--- config.mk ---
export PLATFORM = sky130hd
export DESIGN_NAME = mac_r_frame_reader
export DESIGN_NICKNAME = d
export VERILOG_FILES = /design/src/rtl/mac_r_frame_reader.sv
export SDC_FILE = /design/constraint.sdc
export NUM_CORES = 1
export LEC_CHECK = 0
export CORE_MARGIN = 2
export CORE_UTILIZATION = 30
export CTS_BUF_LIST = sky130_fd_sc_hd__clkbuf_4 sky130_fd_sc_hd__clkbuf_8
export DETAILED_ROUTE_END_ITERATION = 8
export GPL_TIMING_DRIVEN = 0
export PLACE_DENSITY = 0.59
export SYNTH_ARGS = -nofsm -noshare
export SYNTH_HDL_FRONTEND = slang
export SYNTH_SLANG_ARGS = --single-unit
--- constraint.sdc ---
create_clock -name clk_sys -period 8.6 [get_ports clk_sys]
set_clock_uncertainty 0.2 [all_clocks]
set_input_delay 1.72 -clock clk_sys [delete_from_list [all_inputs] [get_ports clk_sys]]
set_output_delay 1.72 -clock clk_sys [all_outputs]
set_load 0.02 [all_outputs]
--- src/rtl/mac_r_frame_reader.sv ---
// RX MAC port reader: pops frame descriptors, streams good frames
// to the switch core with SOF/EOF, and flushes bad frames.
module mac_r_frame_reader #(
  parameter int MTU     = 1535,
  parameter int MIN_LEN = 60,
  parameter int FCS_LEN = 4,
  parameter int CNT_W   = 16
) (
  input  logic             clk_sys,
  input  logic             rstn_sys,
  input  logic             ptr_fifo_empty,
  output logic             ptr_fifo_rd,
  input  logic [15:0]      ptr_fifo_dout,
  output logic             data_fifo_rd,
  input  logic [7:0]       data_fifo_dout,
  output logic             out_valid,
  input  logic             out_ready,
  output logic [7:0]       out_data,
  output logic             out_sof,
  output logic             out_eof,
  output logic [11:0]      out_len,
  output logic [CNT_W-1:0] good_cnt,
  output logic [CNT_W-1:0] drop_cnt
);

  typedef enum logic [2:0] {
    S_IDLE, S_LOAD, S_FWD, S_FCS, S_DROP, S_DONE
  } state_t;

  typedef struct packed {
    logic [7:0] data;
    logic       sof;
    logic       eof;
  } beat_t;

  localparam logic [12:0] FCS_W = 13'(FCS_LEN);
  localparam logic [11:0] MIN_W = 12'(MIN_LEN);
  localparam logic [11:0] MTU_W = 12'(MTU);

  state_t      state_q, state_d;
  logic [12:0] rem_q;
  logic [11:0] len_q;
  logic [11:0] k_q;
  logic        rd_fwd_q;
  logic        eof_seen_q;
  beat_t       sb0_q, sb1_q;
  logic [1:0]  occ_q;

  logic [11:0] d_len;
  logic        d_drop;
  logic        pop;
  logic        push;
  logic        eof_pop;
  logic [2:0]  fill;
  beat_t       in_beat;
  logic        unused_rsvd;

  assign unused_rsvd = ptr_fifo_dout[12];
  assign d_len  = ptr_fifo_dout[11:0];
  assign d_drop = (|ptr_fifo_dout[15:13])
                | (d_len < MIN_W)
                | (d_len > MTU_W);

  assign out_valid = (occ_q != 2'd0);
  assign out_data  = sb0_q.data;
  assign out_sof   = sb0_q.sof;
  assign out_eof   = sb0_q.eof;
  assign out_len   = len_q;

  assign pop     = out_valid & out_ready;
  assign push    = rd_fwd_q;
  assign eof_pop = pop & sb0_q.eof;
  // buffer level after this edge, counting the byte now arriving
  assign fill    = {1'b0, occ_q} + {2'b0, rd_fwd_q}
                 - {2'b0, pop};
  assign in_beat = {data_fifo_dout,
                    (k_q == 12'd0),
                    (k_q == (len_q - 12'd1))};

  // state register
  always_ff @(posedge clk_sys or negedge rstn_sys) begin
    if (!rstn_sys) state_q <= S_IDLE;
    else           state_q <= state_d;
  end

  // next state and FIFO pops
  always_comb begin
    state_d      = state_q;
    ptr_fifo_rd  = 1'b0;
    data_fifo_rd = 1'b0;
    unique case (state_q)
      S_IDLE: begin
        if (!ptr_fifo_empty) begin
          ptr_fifo_rd = 1'b1;
          state_d     = S_LOAD;
        end
      end
      S_LOAD: state_d = d_drop ? S_DROP : S_FWD;
      S_FWD: begin
        data_fifo_rd = (rem_q > FCS_W) && (fill < 3'd2);
        if (rem_q == FCS_W && !rd_fwd_q) state_d = S_FCS;
      end
      S_FCS: begin
        data_fifo_rd = 1'b1;
        if (rem_q == 13'd1) state_d = S_DONE;
      end
      S_DROP: begin
        data_fifo_rd = 1'b1;
        if (rem_q == 13'd1) state_d = S_IDLE;
      end
      S_DONE: begin
        if (eof_seen_q || eof_pop) state_d = S_IDLE;
      end
      default: state_d = S_IDLE;
    endcase
  end

  // frame bookkeeping: remaining bytes, length, byte index
  always_ff @(posedge clk_sys or negedge rstn_sys) begin
    if (!rstn_sys) begin
      rem_q      <= '0;
      len_q      <= '0;
      k_q        <= '0;
      rd_fwd_q   <= 1'b0;
      eof_seen_q <= 1'b0;
    end else begin
      rd_fwd_q <= data_fifo_rd && (state_q == S_FWD);
      if (state_q == S_LOAD) begin
        rem_q      <= {1'b0, d_len} + FCS_W;
        k_q        <= '0;
        eof_seen_q <= 1'b0;
        if (!d_drop) len_q <= d_len;
      end else begin
        if (data_fifo_rd) rem_q <= rem_q - 13'd1;
        if (push)         k_q <= k_q + 12'd1;
        if (eof_pop)      eof_seen_q <= 1'b1;
      end
    end
  end

  // two-entry skid buffer, sb0 is the head
  always_ff @(posedge clk_sys or negedge rstn_sys) begin
    if (!rstn_sys) begin
      sb0_q <= '0;
      sb1_q <= '0;
      occ_q <= '0;
    end else begin
      case ({push, pop})
        2'b10: begin
          if (occ_q == 2'd0) sb0_q <= in_beat;
          else               sb1_q <= in_beat;
          occ_q <= occ_q + 2'd1;
        end
        2'b01: begin
          sb0_q <= sb1_q;
          occ_q <= occ_q - 2'd1;
        end
        2'b11: begin
          if (occ_q == 2'd1) begin
            sb0_q <= in_beat;
          end else begin
            sb0_q <= sb1_q;
            sb1_q <= in_beat;
          end
        end
        default: ;
      endcase
    end
  end

  // saturating frame counters
  always_ff @(posedge clk_sys or negedge rstn_sys) begin
    if (!rstn_sys) begin
      good_cnt <= '0;
      drop_cnt <= '0;
    end else begin
      if (eof_pop && good_cnt != '1)
        good_cnt <= good_cnt + CNT_W'(1);
      if (state_q == S_DROP && rem_q == 13'd1
          && drop_cnt != '1)
        drop_cnt <= drop_cnt + CNT_W'(1);
    end
  end

endmodule
==> results.md <==
Status:
- The run finished with clean final reports.

Min path:
- The classification of the worst-slack hold path is flip-flop to flip-flop.
- The start point of the worst hold path is sb1_q[0].

Final layout:
- The layout overhead on the synthesized area is 25.53%.
- The multi-input combinational cells in the finished layout cover a total of 2676 µm².
- Fill cells in the final layout number approximately 1700.
- Of the cells placed in the final design, the portion with a size suffix greater than 1 is 0.08267.
- The post-layout net count is about 670.
- Across the whole layout, storage elements account for around 2400 µm².
- The antenna cell count is 0.

STA:
- The achievable clock frequency is ~0.14 GHz.
- The number of setup violations in the final report is 0.
- Hold is met by slightly below 0.3 ns.
- The max-slew violation count is 0.
- The worst pin sits at a relative slew slack of 0.4360.
- The minimum clock period is slightly above 7 ns.
- In the finished design, the share of the clock period the worst path needs comes to 0.8209.
- Setup repair after global routing left no endpoint under its margin.
- The number of hold-slack violations in the final timing report came to 0.
- The setup TNS after final layout is 0 ns.
- For the pin with the worst max-slew slack, the measured transition is roughly 0.84 ns.

Setup path:
- The end point of the critical path is data_fifo_rd.
- The endpoint of the most critical register-to-register path is rem_q[10].
- The most frequent cell on the critical path is sky130_fd_sc_hd__clkdlybuf4s50_1.
- The endpoint arrival time on the critical path is ~5.1 ns.
- In this run the worst setup path begins at out_ready.
- For this run, the slowest stage of the critical path takes between 0.6 and 0.7 ns.
- STA classifies the critical path endpoint as a primary output.
- The startpoint identified for the worst register-to-register timing path is occ_q[1].
- The classification of the worst setup path is primary input to primary output.
- The critical-path cell with the highest stage delay is sky130_fd_sc_hd__clkdlybuf4s50_1.
- The setup check on the worst reg-to-reg path leaves a slack of roughly 4.6 ns.
- The kind of start point of the critical path is a primary input.
- The critical path goes through clkdlybuf4s50_1 > nor2b_1 > ha_1 > nand2b_1 > fa_1 > xnor2_1 > nand4_1 > a21oi_2 > nor2_2 > inv_1 > clkdlybuf4s50_1.
- Counting cells, the worst reg-to-reg path comes to 12.
- Along the worst path, the maximum fanout reaches 7.
- The critical path crosses 11 cells after its start point.
- Together, buffers and inverters on the worst path number 3.
- STA puts the critical path data required time at between 6 and 7 ns.
- Grouping stages by cell kind, the critical path spends the most delay in buffers and inverters.

Placement:
- The count of port buffers added during placement is 83.
- Routability-driven placement finished with a final weighted congestion of 0.8054.
- The detailed-placement wirelength estimate is 9.422 mm.

Synth:
- The number of nets handed over by synthesis was between 500 and 600.
- The fraction of post-synthesis cell area in the top cell type by area is 0.4594.
- Of the total synthesized cell area, the portion taken by XOR and XNOR cells is 0.1122.
- The synthesized design contains 96 register bits.
- In this run, synthesis inferred 0 flip-flops with an integrated enable.
- Sorting the synthesized cells by area gives the leading types as sky130_fd_sc_hd__dfrtp_1 46%, sky130_fd_sc_hd__xnor2_1 6.0%, sky130_fd_sc_hd__xor2_1 5.2%.
- The dominant synthesized flop cell is sky130_fd_sc_hd__dfrtp_1.
- The complex-gate fraction of the synthesized area was 0.1103.
- After synthesis, the share of cell area in mux cells is 0.04882.
- Yosys printed 0 warnings.
- Of the total synthesized cell area, the portion taken by AND, OR, NAND and NOR gates is 0.2008.
- The share of synthesized cell area in full adder, half adder and majority cells is 0.03972.
- After synthesis, the netlist uses about 60 different library cells.
- The dominant combinational cell family by area after synthesis is simple AND/OR/NAND/NOR gates.
- The average instance in the mapped netlist occupies roughly 10 µm².
- Sorting the synthesized cells by how often they occur yields 96 x sky130_fd_sc_hd__dfrtp_1, 53 x sky130_fd_sc_hd__nand2_1, 40 x sky130_fd_sc_hd__nor2_1.
- The share of the Yosys chip area taken by registers is 0.4594.
- The proportion of register bits with asynchronous set or reset after synthesis is 1.000.
- In this run the cell area of the synthesized design comes to approximately 5200 µm².
- Yosys instantiated no cell more often than sky130_fd_sc_hd__dfrtp_1.
- The post-synthesis cell count is 529.
- Summed over all instances, the cell type with the most area after synthesis is sky130_fd_sc_hd__dfrtp_1.

Pwr:
- Power spread over the standard cell area amounts to between 200 and 250 nW/µm².
- Of the total power, the share spent switching nets is 0.3927.
- The worst-case vdd ir drop is 0.0001765 V.
- The internal portion of the total power is 0.9854 mW.
- The relative contribution of combinational cells to total power is 0.405.
- Of the total power, registers draw 0.404.
- The analysis attributes to cell leakage a power of approximately 2.8 nW.
- The net switching component of the power is roughly 0.64 mW.
- Of the total power, the clock network draws 0.191.

Job:
- The tool flagged a number of max-cap violations equal to 0.

Floorplan:
- The total number of placement rows is 48.
- In this run the standard cell core region covers around 17000 µm².
- The effective utilization at floorplan is 0.3044.
- Measured along the y axis, the die boundary spans between 100 and 150 µm.
- In this run the horizontal extent of the chip is between 100 and 150 µm.
- The full die area is roughly 19000 µm².
- 85 I/O pins were placed.

Drt:
- The number of nets with antenna violations after detailed routing is 0.
- The detailed router placed 4281 vias in this run.
- The routed length per placed instance is 14.79 µm.
- The total DRC errors in the routed layout is 0.
- For this block, the initial DRC count from the detailed router was between 200 and 250.
- The number of detailed-routing iterations run before antenna repair is 4.
- The overall routed net length is 12.63 mm.
- The vias per cell is between 5 and 6.

Clock tree:
- The insertion delay of the later-clocked pin in the worst-skew pair is 0.37 ns.
- The count of clock tree sinks is 96.
- The TritonCTS clock tree is built.
- In this run the deepest clock path goes through 2 buffers.
- After clock tree synthesis, the clock-pin slew on the worst setup and hold paths is 0.09 ns.
- Clock tree synthesis selected as its root buffer the cell sky130_fd_sc_hd__clkbuf_8.
- The H-tree generated during clock tree synthesis spans 3 levels.
- In this run, CTS created clock tree buffers numbering 9.
- The number of gates resized after CTS was 0.
- Buffers added to address setup during post-CTS repair amount to 0.
- The cts-stage hold buffer count is 0.

GRT:
- For this run the aggregate overflow at the end of global routing stands at 0.
- The initial antenna violation count was 0.
- The number of global-route vias before repair is roughly 4200.
- Entering global routing, the biggest net connects 50 pins.
- The global routing usage summed across all routing layers is 0.1427.
- The first global-routing pass estimated about 21 mm of wire.
through the flow:
stage	total power, mW	instances	instance area [µm²]	worst slack (ns)	util
finish	1.622	854	6564	1.541	0.3821
global route	1.740	854	6564	1.385	0.3821
CTS	1.639	854	6564	1.520	0.3821
detailed placement	1.321	838	6366	1.524	0.3706
global placement	1.297	837	6341	1.569	0.3692
floorplan	1.068	529	5229	2.995	-
layer usage:
| layer | share of wire | GRT usage |
|---|---|---|
| met1 | 0.49 | 0.2008 |
| met2 | 0.46 | 0.2189 |
| met3 | 0.044 | 0.02759 |
| met4 | 0.014 | 0.04977 |
| met5 | 0 | 0 |
area by class of cell:
| type | count | share of cell area |
|---|---|---|
| multi-input cells | 396 | 0.4077 |
| flip-flops and latches | 96 | 0.3660 |
| repair buffers | 84 | 0.1304 |
| well taps | 225 | 0.04289 |
| clock buffers | 10 | 0.02002 |
| plain buffers | 18 | 0.01201 |
| inverters | 19 | 0.01087 |
| clock inverters | 6 | 0.01010 |
power groups by stage:
stage / registers (mW) / clock network [mW] / logic (mW)
2_1_floorplan: 0.689 / 0 / 0.378
3_3_place_gp: 0.659 / 0 / 0.639
3_5_place_dp: 0.664 / 0 / 0.656
4_1_cts: 0.656 / 0.322 / 0.661
5_1_grt: 0.674 / 0.342 / 0.725
6_report: 0.656 / 0.309 / 0.658
flip-flops by register name, summed over array words and instances (netlist names):
| name | flops |
|---|---|
| good_cnt | 16 |
| out_data | 8 |
| out_len | 12 |
| k_q | 12 |
| occ_q | 2 |
| state_q | 3 |
| out_sof | 1 |
| sb1_q | 10 |
| eof_seen_q | 1 |
| out_eof | 1 |
| rem_q | 13 |
| push | 1 |
| drop_cnt | 16 |
how the worst min path moves through the flow:
stage / end / slack (ns) / depth (start not counted)
6_report: sb1_q[0] / 0.29 / 1
5_1_grt: sb1_q[0] / 0.31 / 1
4_1_cts: sb1_q[0] / 0.29 / 1
3_5_place_dp: sb1_q[0] / 0.27 / 1
3_3_place_gp: sb1_q[0] / 0.26 / 1
2_1_floorplan: sb1_q[0] / 0.25 / 1
cells by family after synthesis:
| group | after synthesis |
|---|---|
| AND/OR/NAND/NOR | 203 |
| flip-flops | 96 |
| AO/OA/AOI/OAI | 87 |
| XOR/XNOR | 67 |
| buffers and inverters | 37 |
| multiplexers | 23 |
| adder cells (fa/ha/maj) | 16 |
cell usage in the layout, fill, tap and decap left out, drive strengths merged, types with 4 or more instances in the layout:
master,Yosys,final
mux2,20,20
nand2b,5,5
nor2b,6,6
or3,8,8
nand3,22,22
xnor2,36,36
nand2,53,53
buf,4,6
clkdlybuf4s50,0,82
xor2,31,31
nor2,41,41
and3,7,7
dfrtp,96,96
ha,15,15
a21oi,14,14
nor4,12,12
inv,19,21
o211ai,5,5
clkbuf,14,24
o21ai,27,27
nor3,14,14
a31oi,5,5
nand4,11,11
a22oi,8,8
nor3b,6,6
and4,4,4
Note: power is estimated with default switching activity, not from simulation.
